$ cat config.mk
export PLATFORM = sky130hd
export DESIGN_NAME = noc_packet_sink
export DESIGN_NICKNAME = d
export VERILOG_FILES = /design/src/rtl/noc_packet_sink.sv
export SDC_FILE = /design/constraint.sdc
export NUM_CORES = 1
export LEC_CHECK = 0
export CORE_MARGIN = 2
export CORE_UTILIZATION = 30
export DETAILED_ROUTE_END_ITERATION = 12
export GPL_TIMING_DRIVEN = 0
export PLACE_DENSITY_LB_ADDON = 0.1
export RECOVER_POWER = 50
export SETUP_SLACK_MARGIN = 0.15
export SYNTH_ARGS = -nofsm -noshare
export SYNTH_HDL_FRONTEND = slang
export SYNTH_SLANG_ARGS = --single-unit
$ cat constraint.sdc
create_clock -name noc_clk -period 5.8 [get_ports noc_clk]
set_input_delay 0.87 -clock noc_clk [delete_from_list [all_inputs] [get_ports noc_clk]]
set_output_delay 0.87 -clock noc_clk [all_outputs]
set_load 0.05 [all_outputs]
$ cat src/rtl/noc_packet_sink.sv
// NoC packet sink: accepts header/body/tail flits addressed to this node and reports source, body length and body XOR.
// Optional feature macro NOC_SINK_CHECKSUM_EN enables the body XOR accumulator; without it rpt_csum is tied to zero.
module noc_packet_sink #(
    parameter int DATA_W   = 64,
    parameter int X_W      = 4,
    parameter int Y_W      = 4,
    parameter int X_ID     = 0,
    parameter int Y_ID     = 0,
    parameter int MAX_BODY = 8
) (
    input  logic              noc_clk,
    input  logic              noc_rst_n,
    input  logic              in_valid,
    output logic              in_ready,
    input  logic [DATA_W+1:0] in_flit,
    output logic              rpt_valid,
    input  logic              rpt_ready,
    output logic [X_W-1:0]    rpt_src_x,
    output logic [Y_W-1:0]    rpt_src_y,
    output logic [7:0]        rpt_len,
    output logic [DATA_W-1:0] rpt_csum,
    output logic [15:0]       pkt_cnt,
    output logic [15:0]       err_cnt
);

    localparam int MARK_LO = DATA_W - 4;
    localparam int SRCX_LO = MARK_LO - X_W;
    localparam int SRCY_LO = SRCX_LO - Y_W;
    localparam int DSTX_LO = SRCY_LO - X_W;
    localparam int DSTY_LO = DSTX_LO - Y_W;

    localparam logic [3:0]     HEAD_MARK = 4'hA;
    localparam logic [3:0]     TAIL_MARK = 4'h5;
    localparam logic [X_W-1:0] OWN_X     = X_W'(X_ID);
    localparam logic [Y_W-1:0] OWN_Y     = Y_W'(Y_ID);
    localparam logic [7:0]     MAX_LEN   = 8'(MAX_BODY);

    typedef enum logic [1:0] {IDLE, BODY, DROP, REPORT} state_t;

    state_t            state_q, state_d;
    logic [X_W-1:0]    srcX_q, srcX_d;
    logic [Y_W-1:0]    srcY_q, srcY_d;
    logic [7:0]        len_q, len_d;
    logic [15:0]       pktCnt_q, errCnt_q;

    logic              isHeader, isTail, fire;
    logic [DATA_W-1:0] payload;
    logic [3:0]        marker;
    logic [X_W-1:0]    srcX, dstX;
    logic [Y_W-1:0]    srcY, dstY;
    logic              dstOk, hdrOk, tailOk;
    logic              hdrLatch, bodyAccept, pktInc, errInc;

    assign isHeader = in_flit[DATA_W+1];
    assign isTail   = in_flit[DATA_W];
    assign payload  = in_flit[DATA_W-1:0];
    assign marker   = payload[DATA_W-1:MARK_LO];
    assign srcX     = payload[SRCX_LO +: X_W];
    assign srcY     = payload[SRCY_LO +: Y_W];
    assign dstX     = payload[DSTX_LO +: X_W];
    assign dstY     = payload[DSTY_LO +: Y_W];

    assign fire   = in_valid && in_ready;
    assign dstOk  = (dstX == OWN_X) && (dstY == OWN_Y);
    assign hdrOk  = (marker == HEAD_MARK) && dstOk;
    assign tailOk = (marker == TAIL_MARK) && dstOk && (srcX == srcX_q) && (srcY == srcY_q);

    // A header is judged identically in IDLE, DROP and BODY; BODY additionally charges one error for the abandoned packet.
    always_comb begin
        state_d    = state_q;
        srcX_d     = srcX_q;
        srcY_d     = srcY_q;
        len_d      = len_q;
        hdrLatch   = 1'b0;
        bodyAccept = 1'b0;
        pktInc     = 1'b0;
        errInc     = 1'b0;
        unique case (state_q)
            IDLE, DROP, BODY: begin
                if (fire && isHeader) begin
                    errInc = (state_q == BODY) || isTail || !hdrOk;
                    if (isTail) begin
                        state_d = IDLE;
                    end else if (!hdrOk) begin
                        state_d = DROP;
                    end else begin
                        state_d  = BODY;
                        hdrLatch = 1'b1;
                        srcX_d   = srcX;
                        srcY_d   = srcY;
                        len_d    = '0;
                    end
                end else if (fire && state_q == IDLE) begin
                    errInc = 1'b1;
                end else if (fire && state_q == DROP) begin
                    if (isTail) state_d = IDLE;
                end else if (fire) begin
                    if (isTail) begin
                        if (tailOk) begin
                            state_d = REPORT;
                            pktInc  = 1'b1;
                        end else begin
                            state_d = IDLE;
                            errInc  = 1'b1;
                        end
                    end else if (len_q == MAX_LEN) begin
                        state_d = DROP;
                        errInc  = 1'b1;
                    end else begin
                        bodyAccept = 1'b1;
                        len_d      = len_q + 8'd1;
                    end
                end
            end
            REPORT: begin
                if (rpt_ready) state_d = IDLE;
            end
            default: state_d = IDLE;
        endcase
    end

    always_ff @(posedge noc_clk or negedge noc_rst_n) begin
        if (!noc_rst_n) begin
            state_q  <= IDLE;
            srcX_q   <= '0;
            srcY_q   <= '0;
            len_q    <= '0;
            pktCnt_q <= '0;
            errCnt_q <= '0;
        end else begin
            state_q <= state_d;
            srcX_q  <= srcX_d;
            srcY_q  <= srcY_d;
            len_q   <= len_d;
            if (pktInc && pktCnt_q != 16'hFFFF) pktCnt_q <= pktCnt_q + 16'd1;
            if (errInc && errCnt_q != 16'hFFFF) errCnt_q <= errCnt_q + 16'd1;
        end
    end

`ifdef NOC_SINK_CHECKSUM_EN
    logic [DATA_W-1:0] csum_q, csum_d;

    always_comb begin
        csum_d = csum_q;
        if (hdrLatch) csum_d = '0;
        else if (bodyAccept) csum_d = csum_q ^ payload;
    end

    always_ff @(posedge noc_clk or negedge noc_rst_n) begin
        if (!noc_rst_n) csum_q <= '0;
        else csum_q <= csum_d;
    end

    assign rpt_csum = csum_q;
`else
    logic unusedBits;
    assign unusedBits = ^{payload, hdrLatch, bodyAccept};
    assign rpt_csum   = '0;
`endif

    assign in_ready  = (state_q != REPORT);
    assign rpt_valid = (state_q == REPORT);
    assign rpt_src_x = srcX_q;
    assign rpt_src_y = srcY_q;
    assign rpt_len   = len_q;
    assign pkt_cnt   = pktCnt_q;
    assign err_cnt   = errCnt_q;

endmodule
==> results of run 1 <==
## state kept, by name (all words and copies together), names as in the netlist
register	cells
rpt_src_y	4
err_cnt	16
state_q	2
rpt_len	8
pkt_cnt	16
rpt_src_x	4
## synthesized netlist by cell type (all sizes together) (2+ instances only)
master	instances
a21oi	2
nor2b	3
or3	2
nand2	31
o21ai	4
xor2	16
nand2b	3
mux2	10
dfrtp	50
and2	5
nand3	19
o21a	2
a32o	2
nand4	16
nor4	8
nand3b	3
inv	7
and3	6
buf	70
ha	4
xnor2	26
nor2	21
nor3	7
## power groups by stage
stage / Clock, mW / Combinational, mW / Sequential (mW)
after global routing: 0.281 / 0.504 / 0.449
final: 0.255 / 0.471 / 0.440
after floorplan: 0 / 0.227 / 0.560
after CTS: 0.263 / 0.478 / 0.441
after detailed placement: 0 / 0.478 / 0.446
after global placement: 0 / 0.471 / 0.447
## path summary, 6_finish.rpt
check / startpoint / to / slack [ns] / cells after the start
worst max-delay path: noc_rst_n / state_q[1]$_DFFE_PN0P_ / 2.89 / 2
worst min-delay path: pkt_cnt[10]$_DFFE_PN0P_ / pkt_cnt[10]$_DFFE_PN0P_ / 0.49 / 1
worst max register to register: rpt_len[0]$_DFFE_PN0P_ / err_cnt[9]$_DFFE_PN0P_ / 3.48 / 9
worst min register to register: pkt_cnt[10]$_DFFE_PN0P_ / pkt_cnt[10]$_DFFE_PN0P_ / 0.49 / 1
max in group noc_clk: in_flit[45] / err_cnt[9]$_DFFE_PN0P_ / 2.92 / 8
min in group asynchronous: noc_rst_n / rpt_len[5]$_DFFE_PN0P_ / 0.80 / 1
## per-stage QoR
step / worst slack (ns) / hold slack, ns
after floorplan: 3.39 / 0.574
after global placement: 2.20 / 0.481
after detailed placement: 2.57 / 0.492
after CTS: 2.89 / 0.508
after global routing: 2.29 / 0.546
final: 2.89 / 0.494
## routing by layer
layer	vias to the layer above	track usage (%)
li1	1295	-
met1	1167	16.6
met2	87	21.2
met3	10	3.22
met4	0	2.97
met5	-	0
## layout make-up
class / count / share of cell area, %
Tap cell: 136 / 3.84
Clock buffer: 5 / 1.55
Multi-Input combinational cell: 268 / 36.3
Inverter: 7 / 0.593
Timing Repair Buffer: 76 / 16.9
Sequential cell: 50 / 28.2
Clock inverter: 3 / 0.988
Buffer: 71 / 11.6
## logic make-up (layout without fill, tap and decap cells)
logic type | count (synthesis) | after routing | share of synthesized area (%)
multiplexers | 10 | 10 | 3.56
other | 1 | 64 | 0.119
XOR/XNOR | 42 | 42 | 11.6
flip-flops | 50 | 50 | 39.5
AO/OA/AOI/OAI | 20 | 20 | 4.86
AND/OR/NAND/NOR | 128 | 128 | 21.6
adder cells (fa/ha/maj) | 4 | 4 | 1.58
buffers and inverters | 78 | 162 | 17.1
==> reports/metrics.yaml, run 1 <==
floorplan:
  core_um2: 10300
  die_area_um2: 11400
  die_x_um: 107
  fp.dieH_um: 107
  rows: 37
  start_util_pct: 30.8
  io_pins: 184
drt:
  drc: 0
  wl_met2_mm: 3.35
  drt_iter0_markers: 75
  routedWlPerCell_um: 11.6
  wl_met1_mm: 3.17
  detail-route-antenna-nets: 0
  highest_layer: "met4"
  num_vias: 2559
  met3WireLength_um: 528
  drt_first_pass_iters: 4
  via_per_inst: 4.15
  routed_wl_mm: 7.13
outcome:
  failed_checks: "max-capacitance violations, max-slew violations"
  status: "finished, violations left"
logic_synthesis:
  syn_area_um2: 3160
  ys.flop_type: "dfrtp_1"
  synth.avg_cell_area_um2: 9.50
  synth_seq_area_share_pct: 39.5
  yosys.area.top_type: "dfrtp_1"
  synthArstFlopShare_pct: 100
  synth_top_area_share_pct: 39.5
  yosysUniqueCellTypes: 47
  synth_area_leaders: "dfrtp_1, buf_4, xnor2_1, xor2_1, nand2_1"
  synth_seq_cells: 50
  synth_edf_count: 0
  synth_cells: 333
  yosys_warnings: 0
clock_tree:
  cts_resized: 0
  cts_tree: "yes"
  cts-root-buf: "clkbuf_8"
  cts_setup_buffers: 0
  clk_latency_ns: 0.31
  path_clk_slew_ns: 0.10
  htree_levels: 2
  clockBufferDepth: 2
  cts_buffers: 5
  cts_sinks: 50
  ctsHoldBuffers: 0
placement:
  io_buffers: 75
  placed_cells: 608
  hpwl_mm: 5.56
  place.gp.congestion: 0.792
  dpl_cell_area_um2: 4340
grt:
  globalRouteOverflowTotal: 0
  grt_pass1_wl_mm: 11.9
  grtUsageTotal_pct: 12.7
  grt_pass1_vias: 2463
  grt_max_degree: 29
  antenna_found_initial: 0
pwr:
  power.density_nw_per_um2: 263
  p_total_mw: 1.17
  clkPwrFrac_pct: 21.8
  switchingPower_mw: 0.494
  sw_frac_of_total_pct: 42.4
  peakVddDrop_uv: 277
  p_int_mw: 0.672
  pwr-share-seq_pct: 37.8
  p_comb_share_pct: 40.4
  power_leakage_nw: 2.16
sta:
  rsz0062_at_grt: "no"
  finalSetupTns_ns: 0
  tightest_slew_ns: 1.64
  final-max-slew-violation-count: 29
  relSlewSlack_pct: -9.59
  hold_violations: 0
  setup_viol: 0
  finalCritPeriodShare_pct: 50.1
  final.setup_skew_ns: 0.00782
  fin_crit_ns: 2.91
  fmax_mhz: 344
critical_path:
  cp_max_fo: 28
  crit_top_cell: "clkbuf_1"
  crit_type: "input port to async pin"
  endpoint_kind: "async pin"
  path_buf_inv: 2
  startpoint_type: "input port"
  crit_family: "buffers and inverters"
  crit_path_max_incr_delay_ns: 1.26
  cp.required_ns: 5.92
  cp_slowest_cell: "clkbuf_1"
  crit_path_cell_trace: "clkbuf_1 -> clkbuf_1"
  worst_ep_arrival_time_ns: 3.03
layout:
  seq_area_um2: 1250
  fin_nets: 553
  fin_util_pct: 43.1
  fin_area_um2: 4430
  drive_above_1_share_pct: 20.4
  finalNonFillerCells: 616
  multi_input_area_um2: 1610
  most-common-layout-cells: "buf_4, conb_1, dfrtp_1, clkdlybuf4s50_1, nand2_1"
  antenna_cells: 0
  syn_to_final_growth_pct: 40.1
  fillers: 1062
run:
  cap_viol_max_count: 1
min_path:
  hold_path.class: "flop to flop"
(Power assumes the default switching activity.)
==> inputs of run 2 (changes only) <==
==> constraint.sdc (replaced) <==
create_clock -name noc_clk -period 2.4 [get_ports noc_clk]
set_input_delay 0.36 -clock noc_clk [delete_from_list [all_inputs] [get_ports noc_clk]]
set_output_delay 0.36 -clock noc_clk [all_outputs]
set_load 0.05 [all_outputs]
==> reports/metrics.yaml, run 2 (synthesis gave the netlist of run 1 again) <==
sta:
  final-max-slew-violation-count: 0  # -100%
  tightest_slew_ns: 1.38  # -0.266 ns
  setup_viol: 0  # unchanged
  rsz0062_at_grt: "yes"
  fin_crit_ns: 2.23
  relSlewSlack_pct: 8.18  # +18 points
  fmax_mhz: 449
  finalSetupTns_ns: 0  # unchanged
  finalCritPeriodShare_pct: 92.8
  hold_violations: 0  # unchanged
  worst_slack_ns: 0.172  # -2.72 ns
  final.setup_skew_ns: 0.00804  # +0.000227 ns
drt:
  detail-route-antenna-nets: 0  # unchanged
  drc: 0  # unchanged
  drt_iter0_markers: 55  # -27%
  drt_first_pass_iters: 4  # unchanged
  via_per_inst: 4.23  # +1.7%
  routedWlPerCell_um: 11.3  # -2.1%
  routed_wl_mm: 7.09  # -0.52%
  num_vias: 2646  # +3.4%
layout:
  syn_to_final_growth_pct: 45.6
  fin_nets: 563  # +1.8%
  fillers: 1009  # -5.0%
  drive_above_1_share_pct: 25.3  # +4.9 points
  layout_commonest_cell: "buf_4"
  antenna_cells: 0  # unchanged
  finalNonFillerCells: 626  # +1.6%
  fin_area_um2: 4610  # +4.0%
  most-common-layout-cells: "buf_4, conb_1, dfrtp_1"
run:
  cap_viol_max_count: 0  # -1
grt:
  grt_pass1_vias: 2405  # -2.4%
  grt_max_degree: 27  # -6.9%
  grt_pass1_wl_mm: 11.4  # -4.6%
  antenna_found_initial: 0  # unchanged
  globalRouteOverflowTotal: 0  # unchanged
  grtUsageTotal_pct: 12.2  # -0.55 points
placement:
  placed_cells: 608  # unchanged
  dpl_cell_area_um2: 4340  # +0.12%
  hpwl_mm: 5.52  # -0.72%
  place.gp.congestion: 0.792  # about the same
  io_buffers: 75  # unchanged
  place_ws_ns: -0.367  # -2.94 ns
pwr:
  p_total_mw: 2.74  # +140%
  power_leakage_nw: 2.28  # +5.7%
  peakVddDrop_uv: 742  # +170%
  power.density_nw_per_um2: 596  # +130%
clock_tree:
  htree_levels: 2  # unchanged
  cts_tree: "yes"
  ctsHoldBuffers: 0  # unchanged
  cts_buffers: 5  # unchanged
  cts_sinks: 50  # unchanged
  clk_latency_ns: 0.31  # about the same
  cts-root-buf: "clkbuf_8"
  path_clk_slew_ns: 0.09  # about the same
  clockBufferDepth: 2  # unchanged
floorplan:
  io_pins: 184  # unchanged
  rows: 37  # unchanged
  start_util_pct: 30.8  # unchanged
  fp.dieH_um: 107  # unchanged
  die_x_um: 107  # unchanged
  die_area_um2: 11400  # unchanged
  core_um2: 10300  # unchanged
critical_path:
  reg2regPathDepth: 8  # -1
  endpoint_kind: "flop"
  worst_ep_arrival_time_ns: 2.42  # -0.61 ns
  startpoint_type: "input port"
  cp.required_ns: 2.59  # -3.33 ns
  crit_type: "input port to flop"
  cp_max_fo: 3  # -89%
outcome:
  status: "finished clean"
min_path:
  hold_path.class: "input port to async pin"
## run 2: cell count changes in the layout (fill, tap and decap cells not counted), sizes merged
cell	previous run	this run
clkinvlp	0	1
buf	70	80
dlygate4sd3	24	23
inv	8	7
clkdlybuf4s50	50	45
clkbuf	8	10
bufinv	1	0
dlymetal6s2s	0	4
dlygate4sd2	0	1
## run 2: worst paths after layout
kind	start	endpoint	slack [ns]
min in group noc_clk	in_flit[54]	rpt_src_y[2]$_DFFE_PN0P_	0.35
max in group asynchronous	noc_rst_n	err_cnt[3]$_DFFE_PN0P_	0.67
max	in_flit[61]	err_cnt[1]$_DFFE_PN0P_	0.17
min reg2reg	pkt_cnt[10]$_DFFE_PN0P_	pkt_cnt[10]$_DFFE_PN0P_	0.50
min	noc_rst_n	rpt_len[5]$_DFFE_PN0P_	0.35
max reg2reg	state_q[0]$_DFFE_PN0P_	err_cnt[1]$_DFFE_PN0P_	0.30
## run 2: critical path, cell delays in order
cell             delay (ns)
clkdlybuf4s50_1        0.49
nor4bb_4               0.29
nand4_1                0.18
buf_4                  0.19
o41ai_4                0.35
nor2_2                 0.11
nand2_2                0.11
mux2_2                 0.33
## run 2: stage by stage
stage | hold slack, ns | utilization, %
after global routing | 0.370 | 44.8
after detailed placement | 0.415 | 42.2
after global placement | 0.484 | 42.1
after floorplan | 0.0644 | -
final | 0.349 | 44.8
after CTS | 0.0730 | 43.9
## run 2: what timing repair did
item                                    in CTS  in global routing
setup buffers                                5                  5
pin swaps                                    4                  7
gates resized for setup                      8                 24
hold endpoints to repair                     0                  0
endpoints found under the setup margin      27                 39
## run 2: final cells by class
class / count / area (um2) / share of cell area (%)
well taps: 136 / 170 / 3.69
multi-input cells: 268 / 1700 / 36.9
flip-flops and latches: 50 / 1250 / 27.2
repair buffers: 86 / 831 / 18.0
plain buffers: 71 / 533 / 11.6
clock buffers: 6 / 82.6 / 1.79
clock inverters: 2 / 12.5 / 0.272
inverters: 7 / 26.3 / 0.570
## run 2: power breakdown
group | switching (mW) | internal, mW
sequential | 0.123 | 0.936
combinational | 0.774 | 0.387
clock | 0.292 | 0.232
## run 2: per-layer routing
layer	up-vias	share of wire (%)	global-route usage [%]
met5	-	0	0
met4	0	0.87	3.25
met3	6	7.7	3.28
met2	93	49	21.0
met1	1230	43	15.0
li1	1317	-	-
==> RTL change 1: new RTL, config.mk and constraints of run 2 <==
Encoding of `state_t`: now one-hot (4 bits for 4 states).
--- a/src/rtl/noc_packet_sink.sv
+++ b/src/rtl/noc_packet_sink.sv
@@ -37,3 +37,3 @@
 
-    typedef enum logic [1:0] {IDLE, BODY, DROP, REPORT} state_t;
+    typedef enum logic [3:0] {IDLE = 4'b0001, BODY = 4'b0010, DROP = 4'b0100, REPORT = 4'b1000} state_t;
 
Function: same outputs for any inputs over 4 cycles, from zero or initial values and one cycle with noc_rst_n low; so few cycles prove little.
==> RTL change 1 against run 2 <==
Routed wire length up 22%; hold slack worse by 0.14 ns; design area increased by 18%; total power is 45% higher; sequential cell count rose by 2; critical endpoint is now rpt_len[7]; highest routed layer unchanged; area after synthesis grew 11%; worst setup slack lost 0.15 ns; clock skew fell by 0.0027 ns.
==> RTL change 1: results (changes against run 2) <==
| Metric | Value |
|---|---|
| Crit-path slowest cell | or4b_4 |
| Post-synthesis sequential area ratio | 37.0% (-2.5 points) |
| WL met1 | 3.81 mm (+25%) |
| Worst R2R Path Depth | 8 (unchanged) |
| CP Capture Point | rpt_len[7] |
| PortBufs | 74 (-1.3%) |
| Worst-skew pair later-pin latency | 0.30 ns |
| Worst slack, placed | -0.622 ns (-0.255 ns) |
| DR top layer | met4 |
| P_leak | 2.56 nW (+12%) |
| Mux cell area share after synthesis | 3.84% (+0.28 points) |
| Crit path max-delay family | simple AND/OR/NAND/NOR gates |
| Area contributors post-synth | dfrtp_1 (36%), buf_4 (15%), xor2_1 (6.0%) |
| Vias/cell | 4.46 (+5.5%) |
| GRT met2 Usage | 20.6% (-0.33 points) |
| Worst setup SP type | register |
| Met3 Usage GRT | 3.19% (-0.097 points) |
| Fraction of registers with async set/reset | 100% (unchanged) |
| Final Net Count | 588 (+4.4%) |
| Drt first pass iters | 6 (+2) |
| Post-DP HPWL | 6.13 mm (+11%) |
| Antenna violations before repair | 0 (unchanged) |
| # fillers | 1,117 (+11%) |
| Inserted Clock Buffers | 5 (unchanged) |
| Vias in the first global route | 2,679 (+11%) |
| WL met3 | 579 µm (+6.2%) |
| Slew @ Worst Pin | 0.998 ns (-0.379 ns) |
| GR Util met1 | 17.1% (+2.1 points) |
| First DRT Iteration DRCs | 90 (+64%) |
| Post-route setup slack | 0.0255 ns (-0.147 ns) |
| Post-Synth XOR/XNOR Area | 11.2% (-0.46 points) |
| CP arrival | 2.60 ns (+0.18 ns) |
| CTS root buf | clkbuf_16 |
| Clock skew | 0.00539 ns (-0.00265 ns) |
| Adder-Cell Fraction of Synth Area | 1.42% (-0.16 points) |
| DR WL/cell | 13.2 µm (+16%) |
| Share of layout cells above drive strength 1 | 34.4% (+9.1 points) |
| First-pass GRT wire length | 13.4 mm (+18%) |
| Synth Area in Compound Gates | 7.00% (+2.1 points) |
| Placed instance area | 0.00473 mm² (+8.9%) |
| Pin count of the biggest net entering global routing | 37 (+37%) |
| Crit path max fanout | 7 (+4) |
| GRT Total Usage | 13.0% (+0.81 points) |
| HP Class | input pin to asynchronous set/reset pin |
| RD Place Congestion | 0.802 (+1.3%) |
| Commonest cells in the netlist | buf_4 (68), dfrtp_1 (51), xor2_1 (24) |
| Critical path startpoint | state_q[1] |
| Worst vdd ir | 0.436 mV (-41%) |
| Clock Pin Slew Worst Setup and Hold Paths | 0.07 ns (-0.02 ns) |
| CTS H-tree depth | 2 (unchanged) |
| Reg2Reg Launch Point | state_q[1] |
| Synth Warn # | 0 (unchanged) |
| Status | completed |
| Unique masters post-synth | 57 (+21%) |
| Met2 WL | 4.10 mm (+19%) |
| Largest stage delay, worst path | 0.52 ns (+0.03 ns) |
==> RTL change 1: cell count changes in the layout (fill, tap and decap cells not counted), sizes merged, moves of 8 or more <==
cell | before | now
nand3 | 19 | 11
a21oi | 2 | 10
xor2 | 16 | 24
clkdlybuf4s50 | 45 | 37
clkbuf | 10 | 18
buf | 80 | 92
nand2 | 31 | 16
==> RTL change 1: per-stage QoR <==
step / hold WS [ns] / std cells
6_report: 0.207 / 658
5_1_grt: 0.306 / 658
2_1_floorplan: 0.0644 / 411
4_1_cts: 0.0271 / 648
3_3_place_gp: 0.481 / 628
3_5_place_dp: 0.339 / 629
==> RTL change 1: cell families after synthesis <==
| group | Yosys count |
|---|---|
| xor gates and xnor gates | 44 |
| other | 1 |
| buffers and inverters | 86 |
| and+or+nand+nor | 119 |
| AOI/OAI and AO/OA | 30 |
| DFF | 52 |
| adders and majority gates | 4 |
| muxes | 12 |
==> RTL change 1: report_power, final <==
group	total, W	internal [W]	switching, W
Clock	0.000856	0.000499	0.000357
Combinational	0.00196	0.000715	0.00125
Sequential	0.00116	0.00101	0.000158
==> RTL change 1: final cells by class <==
cell class / count / area, µm² / share of cell area (%)
Clock inverter: 3 / 46.3 / 0.854
Multi-Input combinational cell: 273 / 2150 / 39.7
Tap cell: 143 / 179 / 3.30
Timing Repair Buffer: 96 / 977 / 18.0
Sequential cell: 52 / 1310 / 24.1
Clock buffer: 5 / 125 / 2.31
Inverter: 8 / 30.0 / 0.554
Buffer: 78 / 602 / 11.1
==> RTL change 1: timing repair <==
action	in CTS	in global routing
pin swaps	11	23
endpoints found under the setup margin	48	44
gates cloned	2	0
endpoints found under the hold margin	0	0
setup buffers	9	10
resized for setup	33	57
==> RTL change 2: new RTL, config.mk and constraints of run 2 <==
Made on the original files. Add a define of `NOC_SINK_CHECKSUM_EN`.
--- a/src/rtl/noc_packet_sink.sv
+++ b/src/rtl/noc_packet_sink.sv
@@ -2,2 +2,4 @@
 // Optional feature macro NOC_SINK_CHECKSUM_EN enables the body XOR accumulator; without it rpt_csum is tied to zero.
+`define NOC_SINK_CHECKSUM_EN
+
 module noc_packet_sink #(
Check against the original RTL: not equivalent (Yosys sat finds a counterexample within 4 cycles, from zero or initial values and one cycle with noc_rst_n low).
==> RTL change 2 against run 2 <==
Via count grew 69%; clock power rose to 5.5 times the old value; final cell count is 57% higher; clock skew shrank 0.0015 ns; die area grew 67%; non-clock buffer count is 64 higher; register-to-register slack got worse by 0.13 ns; routed wire length up 110%; design area increased by 85%; area after synthesis grew 70%; total power grew 100%; worst setup slack improved by 0.0026 ns; utilization rose by 3.1 points; sequential cell count grew 64; largest cell class is now registers; largest power group is now clock.
==> RTL change 2: results (changes against run 2) <==
| Metric | Value |
|---|---|
| Status | completed |
| Clock skew | 0.00656 ns (-0.00148 ns) |
| PortBufs | 182 (+140%) |
| Largest stage delay, worst path | 0.44 ns (-0.05 ns) |
| Crit path max fanout | 5 (+2) |
| Unique masters post-synth | 39 (-17%) |
| First DRT Iteration DRCs | 187 (+240%) |
| Inserted Clock Buffers | 17 (+12) |
| Post-DP HPWL | 10.8 mm (+96%) |
| RD Place Congestion | 0.780 (-1.5%) |
| P_leak | 4.06 nW (+78%) |
| Post-synthesis sequential area ratio | 52.9% (+13 points) |
| Pin count of the biggest net entering global routing | 64 (+140%) |
| CTS H-tree depth | 4 (+2) |
| Commonest cells in the netlist | dfrtp_1 (114), xor2_1 (81), nor2_1 (78) |
| HP Class | input pin to register |
| Final Net Count | 813 (+44%) |
| CTS root buf | clkbuf_16 |
| Worst-skew pair later-pin latency | 0.41 ns (+0.10 ns) |
| Vias in the first global route | 4,626 (+92%) |
| Placed instance area | 0.00754 mm² (+74%) |
| Worst R2R Path Depth | 9 (+1) |
| Crit-path slowest cell | dfrtp_2 |
| Crit path max-delay family | compound AO/OA/AOI/OAI gates |
| Reg2reg setup slack | 0.17 ns (-0.13 ns) |
| Share of layout cells above drive strength 1 | 14.8% (-11 points) |
| Area contributors post-synth | dfrtp_1 (53%), xor2_1 (13%), nor2_1 (5.4%) |
| Vias | 4,474 (+69%) |
| Antenna violations before repair | 1 (+1) |
| # fillers | 1,664 (+65%) |
| Met2 WL | 7.04 mm (+100%) |
| WL met3 | 1.02 mm (+88%) |
| First-pass GRT wire length | 24.3 mm (+110%) |
| WL met1 | 6.56 mm (+120%) |
| Reg2Reg Launch Point | rpt_len[1] |
| Sw power | 0.00138 W (+16%) |
| Worst vdd ir | 0.537 mV (-28%) |
RTL change 2: worst max-delay path by stage:
stage,end,cells after the start,startpoint
finish,err_cnt[1],9,rpt_len[1]
global route,rpt_csum[0],10,rpt_len[1]
CTS,rpt_src_x[1],7,in_flit[63]
detailed placement,rpt_csum[53],8,in_flit[63]
global placement,rpt_len[0],1,noc_rst_n
floorplan,err_cnt[6],7,rpt_len[2]
RTL change 2: timing repair:
action,CTS,global route
resized for setup,26,37
pin swaps,13,14
setup buffers,8,9
hold endpoints to repair,51,0
cloned,0,1
hold buffers,1,0
endpoints found under the setup margin,105,102
RTL change 2: cell type report:
| type | count | area (µm²) | share of cell area [%] |
|---|---|---|---|
| multi-input combinational | 376 | 2520 | 29.5 |
| timing repair buffer | 202 | 2000 | 23.5 |
| tap | 229 | 287 | 3.36 |
| clock inverter | 15 | 256 | 3.01 |
| buffer | 19 | 141 | 1.66 |
| antenna | 1 | 2.50 | 0.0294 |
| sequential | 114 | 2860 | 33.5 |
| inverter | 9 | 33.8 | 0.396 |
| clock buffer | 17 | 425 | 4.99 |
RTL change 2: cell families after synthesis:
logic type               count (synthesis)  synth area share [%]
AND/OR/NAND/NOR                        235                  21.4
XOR/XNOR                               108                  17.6
flip-flops                             114                  52.9
AO/OA/AOI/OAI                           17                  2.25
buffers and inverters                   29                  2.44
adder cells (fa/ha/maj)                  4                 0.929
multiplexers                            12                  2.51
RTL change 2: worst reg2reg max path, stage by stage, from the launching register on:
cell and delay [ns]:
dfrtp_2 0.44, inv_2 0.08, ha_4 0.12, nor4b_4 0.23, a21oi_2 0.12, a221oi_2 0.32
o31a_1 0.32, buf_6 0.16, nand2_4 0.05, mux2_2 0.27
RTL change 2: per-stage QoR:
step / cells / hold slack [ns] / setup slack [ns] / util (%) / setup TNS [ns]
global placement: 930 / 0.478 / -4.22 / 42.2 / -488.46
detailed placement: 931 / 0.357 / -0.709 / 42.4 / -63.09
CTS: 972 / 0.373 / 0.119 / 47.0 / 0
floorplan: 519 / 0.0644 / 0.153 / - / 0
global route: 982 / 0.361 / 0.0287 / 47.9 / 0
finish: 982 / 0.335 / 0.175 / 47.9 / 0
RTL change 2: power groups by stage:
stage	sequential, W	combinational (W)	clock (W)
final	0.00205	0.000646	0.00291
after CTS	0.00205	0.000652	0.00297
after global routing	0.00206	0.000694	0.00306
after global placement	0.00208	0.000626	0
after detailed placement	0.00208	0.000638	0
after floorplan	0.00226	0.000140	0
RTL change 2: metal layers:
metal	GRT usage (%)	up-vias
li1	-	2152
met1	20.0	2175
met2	25.6	127
met3	6.10	20
met4	5.48	0
met5	0	-
